## config.mk

```make
export PLATFORM = sky130hd
export DESIGN_NAME = m_mem_arbiter
export DESIGN_NICKNAME = d
export VERILOG_FILES = /design/src/rtl/m_mem_arbiter.sv
export SDC_FILE = /design/constraint.sdc
export NUM_CORES = 1
export LEC_CHECK = 0
export CAP_MARGIN = 0
export CORE_AREA = 2 2 104 106
export DETAILED_ROUTE_END_ITERATION = 16
export DIE_AREA = 0 0 106 108
export GPL_ROUTABILITY_DRIVEN = 0
export GPL_TIMING_DRIVEN = 0
export SETUP_SLACK_MARGIN = 0.05
export SLEW_MARGIN = 20
export SYNTH_ARGS = -nofsm -noshare
export SYNTH_HDL_FRONTEND = slang
export SYNTH_SLANG_ARGS = --single-unit
```

## constraint.sdc

```tcl
create_clock -name w_clk -period 2.6 [get_ports w_clk]
set_input_delay 0.52 -clock w_clk [delete_from_list [all_inputs] [get_ports w_clk]]
set_output_delay 0.52 -clock w_clk [all_outputs]
set_load 0.01 [all_outputs]
```

## src/rtl/m_mem_arbiter.sv

```systemverilog
// ============================================================================
// Module   : m_mem_arbiter
// Purpose  : Single-port memory arbiter sharing one memory between fetch and
//            data stages; data priority with a bounded fetch starvation.
// Revision : 1.0 - initial release
// ============================================================================
`default_nettype none

module m_mem_arbiter #(
    parameter int LATENCY    = 2,
    parameter int STARVE_MAX = 4
) (
    input  logic        w_clk,
    input  logic        w_rst_n,
    input  logic        w_if_req,
    input  logic [31:0] w_if_adr,
    output logic        w_if_gnt,
    output logic        w_if_vld,
    output logic [31:0] w_if_rdata,
    input  logic        w_d_req,
    input  logic        w_d_we,
    input  logic [31:0] w_d_adr,
    input  logic [31:0] w_d_wdata,
    output logic        w_d_gnt,
    output logic        w_d_vld,
    output logic [31:0] w_d_rdata,
    output logic        w_m_en,
    output logic        w_m_we,
    output logic [31:0] w_m_adr,
    output logic [31:0] w_m_wdata,
    input  logic [31:0] w_m_rdata
);

    typedef enum logic {
        ST_IDLE = 1'b0,
        ST_BUSY = 1'b1
    } state_t;

    localparam logic [3:0] c_CNT_LOAD   = 4'(LATENCY - 1);
    localparam logic [3:0] c_STARVE_MAX = 4'(STARVE_MAX);

    state_t     r_busy;
    state_t     w_busy_nxt;
    logic [3:0] r_cnt;
    logic [3:0] w_cnt_nxt;
    logic       r_own;
    logic       w_own_nxt;
    logic [3:0] r_starve;
    logic [3:0] w_starve_nxt;

    logic       w_accept;
    logic       w_if_win;
    logic       w_d_win;
    logic       w_grant;
    logic       w_resp;

    // The last latency cycle doubles as the next accept window.
    assign w_accept = (r_busy == ST_IDLE) || (r_cnt == 4'd0);

    assign w_if_win = w_rst_n && w_accept && w_if_req &&
                      (!w_d_req || (r_starve == c_STARVE_MAX));
    assign w_d_win  = w_rst_n && w_accept && w_d_req && !w_if_win;
    assign w_grant  = w_if_win || w_d_win;

    assign w_if_gnt  = w_if_win;
    assign w_d_gnt   = w_d_win;
    assign w_m_en    = w_grant;
    assign w_m_we    = w_d_win && w_d_we;
    assign w_m_adr   = w_d_win ? w_d_adr : w_if_adr;
    assign w_m_wdata = w_d_wdata;

    assign w_resp     = (r_busy == ST_BUSY) && (r_cnt == 4'd0);
    assign w_if_vld   = w_resp && !r_own;
    assign w_d_vld    = w_resp && r_own;
    assign w_if_rdata = w_m_rdata;
    assign w_d_rdata  = w_m_rdata;

    always_ff @(posedge w_clk or negedge w_rst_n) begin
        if (!w_rst_n) begin
            r_busy   <= ST_IDLE;
            r_cnt    <= 4'd0;
            r_own    <= 1'b0;
            r_starve <= 4'd0;
        end else begin
            r_busy   <= w_busy_nxt;
            r_cnt    <= w_cnt_nxt;
            r_own    <= w_own_nxt;
            r_starve <= w_starve_nxt;
        end
    end

    always_comb begin
        w_busy_nxt   = r_busy;
        w_cnt_nxt    = r_cnt;
        w_own_nxt    = r_own;
        w_starve_nxt = r_starve;

        if (w_grant) begin
            w_busy_nxt = ST_BUSY;
            w_cnt_nxt  = c_CNT_LOAD;
            w_own_nxt  = w_d_win;
        end else if (r_busy == ST_BUSY) begin
            if (r_cnt != 4'd0) begin
                w_cnt_nxt = r_cnt - 4'd1;
            end else begin
                w_busy_nxt = ST_IDLE;
            end
        end

        // Saturating guard keeps the counter bounded even if req timing misbehaves.
        if (w_if_win) begin
            w_starve_nxt = 4'd0;
        end else if (w_d_win && w_if_req && (r_starve != c_STARVE_MAX)) begin
            w_starve_nxt = r_starve + 4'd1;
        end
    end

endmodule

`default_nettype wire

```

# Yosys cells after proc, flatten, opt, wreduce, memory -nomap -nowiden
# Index checks and enable logic that the tools add are counted.
[totals]
ff_bits = 10
inputBits = 133
elab_cells = 41
[op_classes]
add_sub_neg = 2
n_eq_ne = 2
n_mux = 9
bitwise = 1
n_reduce_logical = 23
[op_table]
columns = ["cell", "count"]
rows = [
  ["$mux W32", 1],
  ["$mux W4", 5],
  ["$logic_and A1 B1 Y1", 11],
  ["$reduce_bool A2 Y1", 3],
  ["$add A4 B1 Y4 const B", 1],
  ["$eq A4 B3 Y1 const B", 1],
  ["$logic_not A4 Y1", 1],
  ["$ne A4 B3 Y1 const B", 1],
  ["$reduce_bool A4 Y1", 1],
  ["$sub A4 B1 Y4 const B", 1],
  ["$logic_not A1 Y1", 3],
  ["$logic_or A1 B1 Y1", 3],
  ["$mux W1", 3],
  ["$reduce_and A2 Y1", 1],
  ["$not A1 Y1", 1],
]

# Longest topological paths before layout
[depth]
ltp_word = 11
ltp_mapped = 7
mapped_depth_nobuf = 6

# Worst setup path before layout
# Ideal clock, no wire load.
[synth_path]
path_type = "register to output"
startpoint = "register r_cnt[0]"
endpoint = "output port w_m_adr[10]"
arrival_ns = 1.762
path_slack_ns = 0.318
path_stages_with_launch = 8
path_buffers = 1
cell_sequence = "dfrtp_1 > inv_1 > ha_1 > or3b_4 > nand2_4 > nand4_4 > buf_6 > mux2_4"
[synth_between]
elab_chain_len = 8
word_cells_on_any_way = 9
cone_classes = "1 x mux; 8 x reduce/logical"
[synth_rtl]
columns = ["item", "line", "text"]
rows = [
  ["from (decl)", "44", "logic [3:0] r_cnt;"],
  ["from (signal assigned)", "86", "r_cnt <= w_cnt_nxt;"],
  ["$logic_not A4 Y1 *", "58", "assign w_accept = (r_busy == ST_IDLE) || (r_cnt == 4'd0);"],
  ["$logic_or A1 B1 Y1 *", "58", ""],
  ["$logic_and A1 B1 Y1 *", "60, 62", ""],
  ["$logic_and A1 B1 Y1 (2 in series)", "60", "assign w_if_win = w_rst_n && w_accept && w_if_req &&"],
  ["$logic_not A1 Y1", "62", "assign w_d_win = w_rst_n && w_accept && w_d_req && !w_if_win;"],
  ["$logic_and A1 B1 Y1 *", "62", ""],
  ["$mux W32 *", "69", "assign w_m_adr = w_d_win ? w_d_adr : w_if_adr;"],
  ["to (decl)", "29", "output logic [31:0] w_m_adr,"],
]
# Mark *: on every way between the ends. The rest lies on a longest branch, timed or not.

# Worst setup path after layout
[layout_path]
startpoint = "register r_cnt[0]"
endpoint = "output port w_m_adr[7]"
# The elaborated chain is that of the path after synthesis.

==> flow_summary.yaml <==
final_layout:
  nNetsFinal: 556
  diodes: 0
  fillers: 997
  area_growth_pct: 140
  drive_gt1_frac: 0.478
synthesis:
  synthTopCellsByArea: "buf_4, mux2_4, dfrtp_1, mux2_2, ha_1"
  ys_ff_latch: 10
  synth_common_cells: "buf_4, mux2_4, dfrtp_1"
  synth_fp_nets: 330
  synth_area_um2: 1820
  yosysMostFrequentCell: "buf_4"
  syn_inst: 193
  post-synth-top-area-cell: "buf_4"
  syn_avg_cell_area_um2: 9.41
  synth-async-reset-ratio: 1.00
  synth_warnings: 0
  synth_ff_type: "dfrtp_1"
  ys_seq_area_frac: 0.138
  netlist-cell-type-count: 29
  synth_edf_count: 0
  synth_top_area_share: 0.397
critical_path:
  crit_path_cell_trace: "inv_2 -> ha_4 -> or3b_4 -> nand2_4 -> nand4_4 -> buf_12 -> buf_6 -> mux2_4 -> buf_6"
  cp_max_fo: 5
  regToRegSetupSlack_ns: 0.91
  ff2ff_path_depth: 7
  crit_slowest_cell: "or3b_4"
  crit_path_end_kind: "output port"
  critPathMostFrequentCell: "buf_6"
  slowest_delay_ns: 0.39
  cp.arrival_ns: 2.24
  cp-start-kind: "register"
  worstPathRequired_ns: 2.08
  worstSetupPathType: "reg2out"
clock_tree:
  clock_latency_ns: 0.24
  cts_buffers: 3
  cts_sinks: 10
  cts_root_buf: "clkbuf_8"
  cts.clk_slew.worst_paths_ns: 0.05
  htree_levels: 1
  cts_tree: "done"
  hold_buffers: 0
  clockBufferDepth: 2
routing:
  vias_per_cell: 3.65
  drt_pass1_iterations: 4
  remaining_drc_errors: 0
  wl_per_cell_um: 14.0
  ant_nets: 0
  drt_iter0_drc: 51
  via_count: 2021
  wirelength_mm: 7.77
timing:
  setup_violations: 33
  timing.slew.headroom: 0.607
  period_share: 1.06
  finalCriticalPeriod_ns: 2.76
  setup_slack_ns: -0.158
  finalHoldViolations: 0
  worst_clock_skew_ns: 0.000354
  worstMarginPinSlew_ns: 0.584
  slew_viol_final: 0
  rsz0062_at_grt: "true"
  fin_hold_ws_ns: 0.281
  final.setup.tns_ns: -4.02
  max_freq_mhz: 363
floorplanning:
  fp.dieH_um: 108
  die_w_um: 106
  io_pins: 267
  rows: 37
  die-area_um2: 11400
  core_area_um2: 10200
  initial_core_util: 0.177
pwr:
  total_power_w: 0.00193
  p_leak_nw: 2.09
  p_sw_frac: 0.340
  clockPowerShare: 0.102
  comb_power_share: 0.749
  peakVddDrop_v: 0.000376
  switching_power_w: 0.000656
  p_int_w: 0.00127
  seqPwrFrac: 0.149
  cellPowerDensity_nw_per_um2: 443
grt:
  grt_pass1_vias: 1970
  gr-total-overflow: 0
  grt_pass1_wl_mm: 10.9
  grt_antenna_before_repair: 0
  grtUsageTotal: 0.119
  grt_start_max_net_pins: 15
outcome:
  run_status: "finished, violations left"
  violations: "setup timing"
placed_design:
  place_hpwl_mm: 6.61
  numPortBuffers: 202
run:
  maxCapViolations: 0
hold_path:
  hp-class: "in2async"
[power groups by stage]
stage          logic, W  registers (W)  clock network [W]
2_1_floorplan  0.000655       0.000271                  0
3_3_place_gp    0.00119       0.000284                  0
3_5_place_dp    0.00120       0.000286                  0
4_1_cts         0.00147       0.000285           0.000203
5_1_grt         0.00155       0.000296           0.000212
6_report        0.00145       0.000288           0.000196
[cell families after synthesis]
group / count (synthesis) / synth area share
buffers and inverters: 107 / 0.432
multiplexers: 33 / 0.263
AND/OR/NAND/NOR: 25 / 0.0896
AO/OA/AOI/OAI: 13 / 0.0455
flip-flops: 10 / 0.138
adder cells (fa/ha/maj): 4 / 0.0276
XOR/XNOR: 1 / 0.00483
[cells in the final DEF (no fill, tap or decap), types with 2 or more instances in the layout]
master / instances
a21o_1: 2
buf_12: 2
buf_4: 106
buf_6: 41
buf_8: 2
clkbuf_8: 4
clkdlybuf4s50_1: 163
dfrtp_1: 10
dlygate4sd2_1: 3
ha_1: 3
inv_1: 5
inv_2: 3
mux2_2: 5
mux2_4: 28
nand2_1: 4
nand3_1: 5
nand4b_1: 2
nor3_1: 4
o21ai_0: 4
[routing by layer]
layer | global-route usage | part of all wire
met5 | 0 | 0
met4 | 0.0282 | 0.020
met3 | 0.0247 | 0.067
met2 | 0.227 | 0.56
met1 | 0.136 | 0.36
[repair_timing]
action,4_1_cts,5_1_grt
gates resized for setup,206,9
cloned,3,0
endpoints found under the hold margin,0,0
buffers inserted,18,4
pin swaps,3,1
endpoints found under the setup margin,37,36
[critical path, delay by kind of cell (launching register included)]
kind / cells / cell delay (ns)
buffers and inverters: 4 / 0.54
and+or+nand+nor: 3 / 0.63
adders and majority gates: 1 / 0.14
muxes: 1 / 0.30
DFF: 1 / 0.38
[state kept, by name, summed over array words and instances (netlist names)]
| name | cells |
|---|---|
| r_busy | 1 |
| r_starve | 4 |
| r_own | 1 |
| r_cnt | 4 |
[per-stage QoR]
stage          worst slack [ns]  instance area (um^2)  utilization  cells
2_1_floorplan             0.318                  1820            -    193
3_3_place_gp             -0.744                  4010        0.392    531
3_5_place_dp             -0.740                  4010        0.392    531
4_1_cts                  -0.279                  4390        0.429    555
5_1_grt                  -0.257                  4360        0.426    554
6_report                 -0.158                  4360        0.426    554
[worst paths after layout]
check	from	endpoint
setup / recovery	r_cnt[0]	w_m_adr[7]
hold / removal	w_rst_n	r_starve[0]
setup reg to reg	r_cnt[0]	r_cnt[0]
hold reg to reg	r_starve[1]	r_starve[1]
max in group asynchronous	w_rst_n	r_busy
min in group w_clk	r_starve[1]	r_starve[1]
[cell type report]
cell class,instances,area [um^2],area share
Sequential cell,10,250,0.0574
Multi-Input combinational cell,76,817,0.187
Buffer,97,736,0.169
Clock buffer,4,55.1,0.0126
Timing Repair Buffer,223,2300,0.528
Inverter,8,30.0,0.00689
Tap cell,136,170,0.0390
No activity file was read; power rests on OpenSTA's default activity.
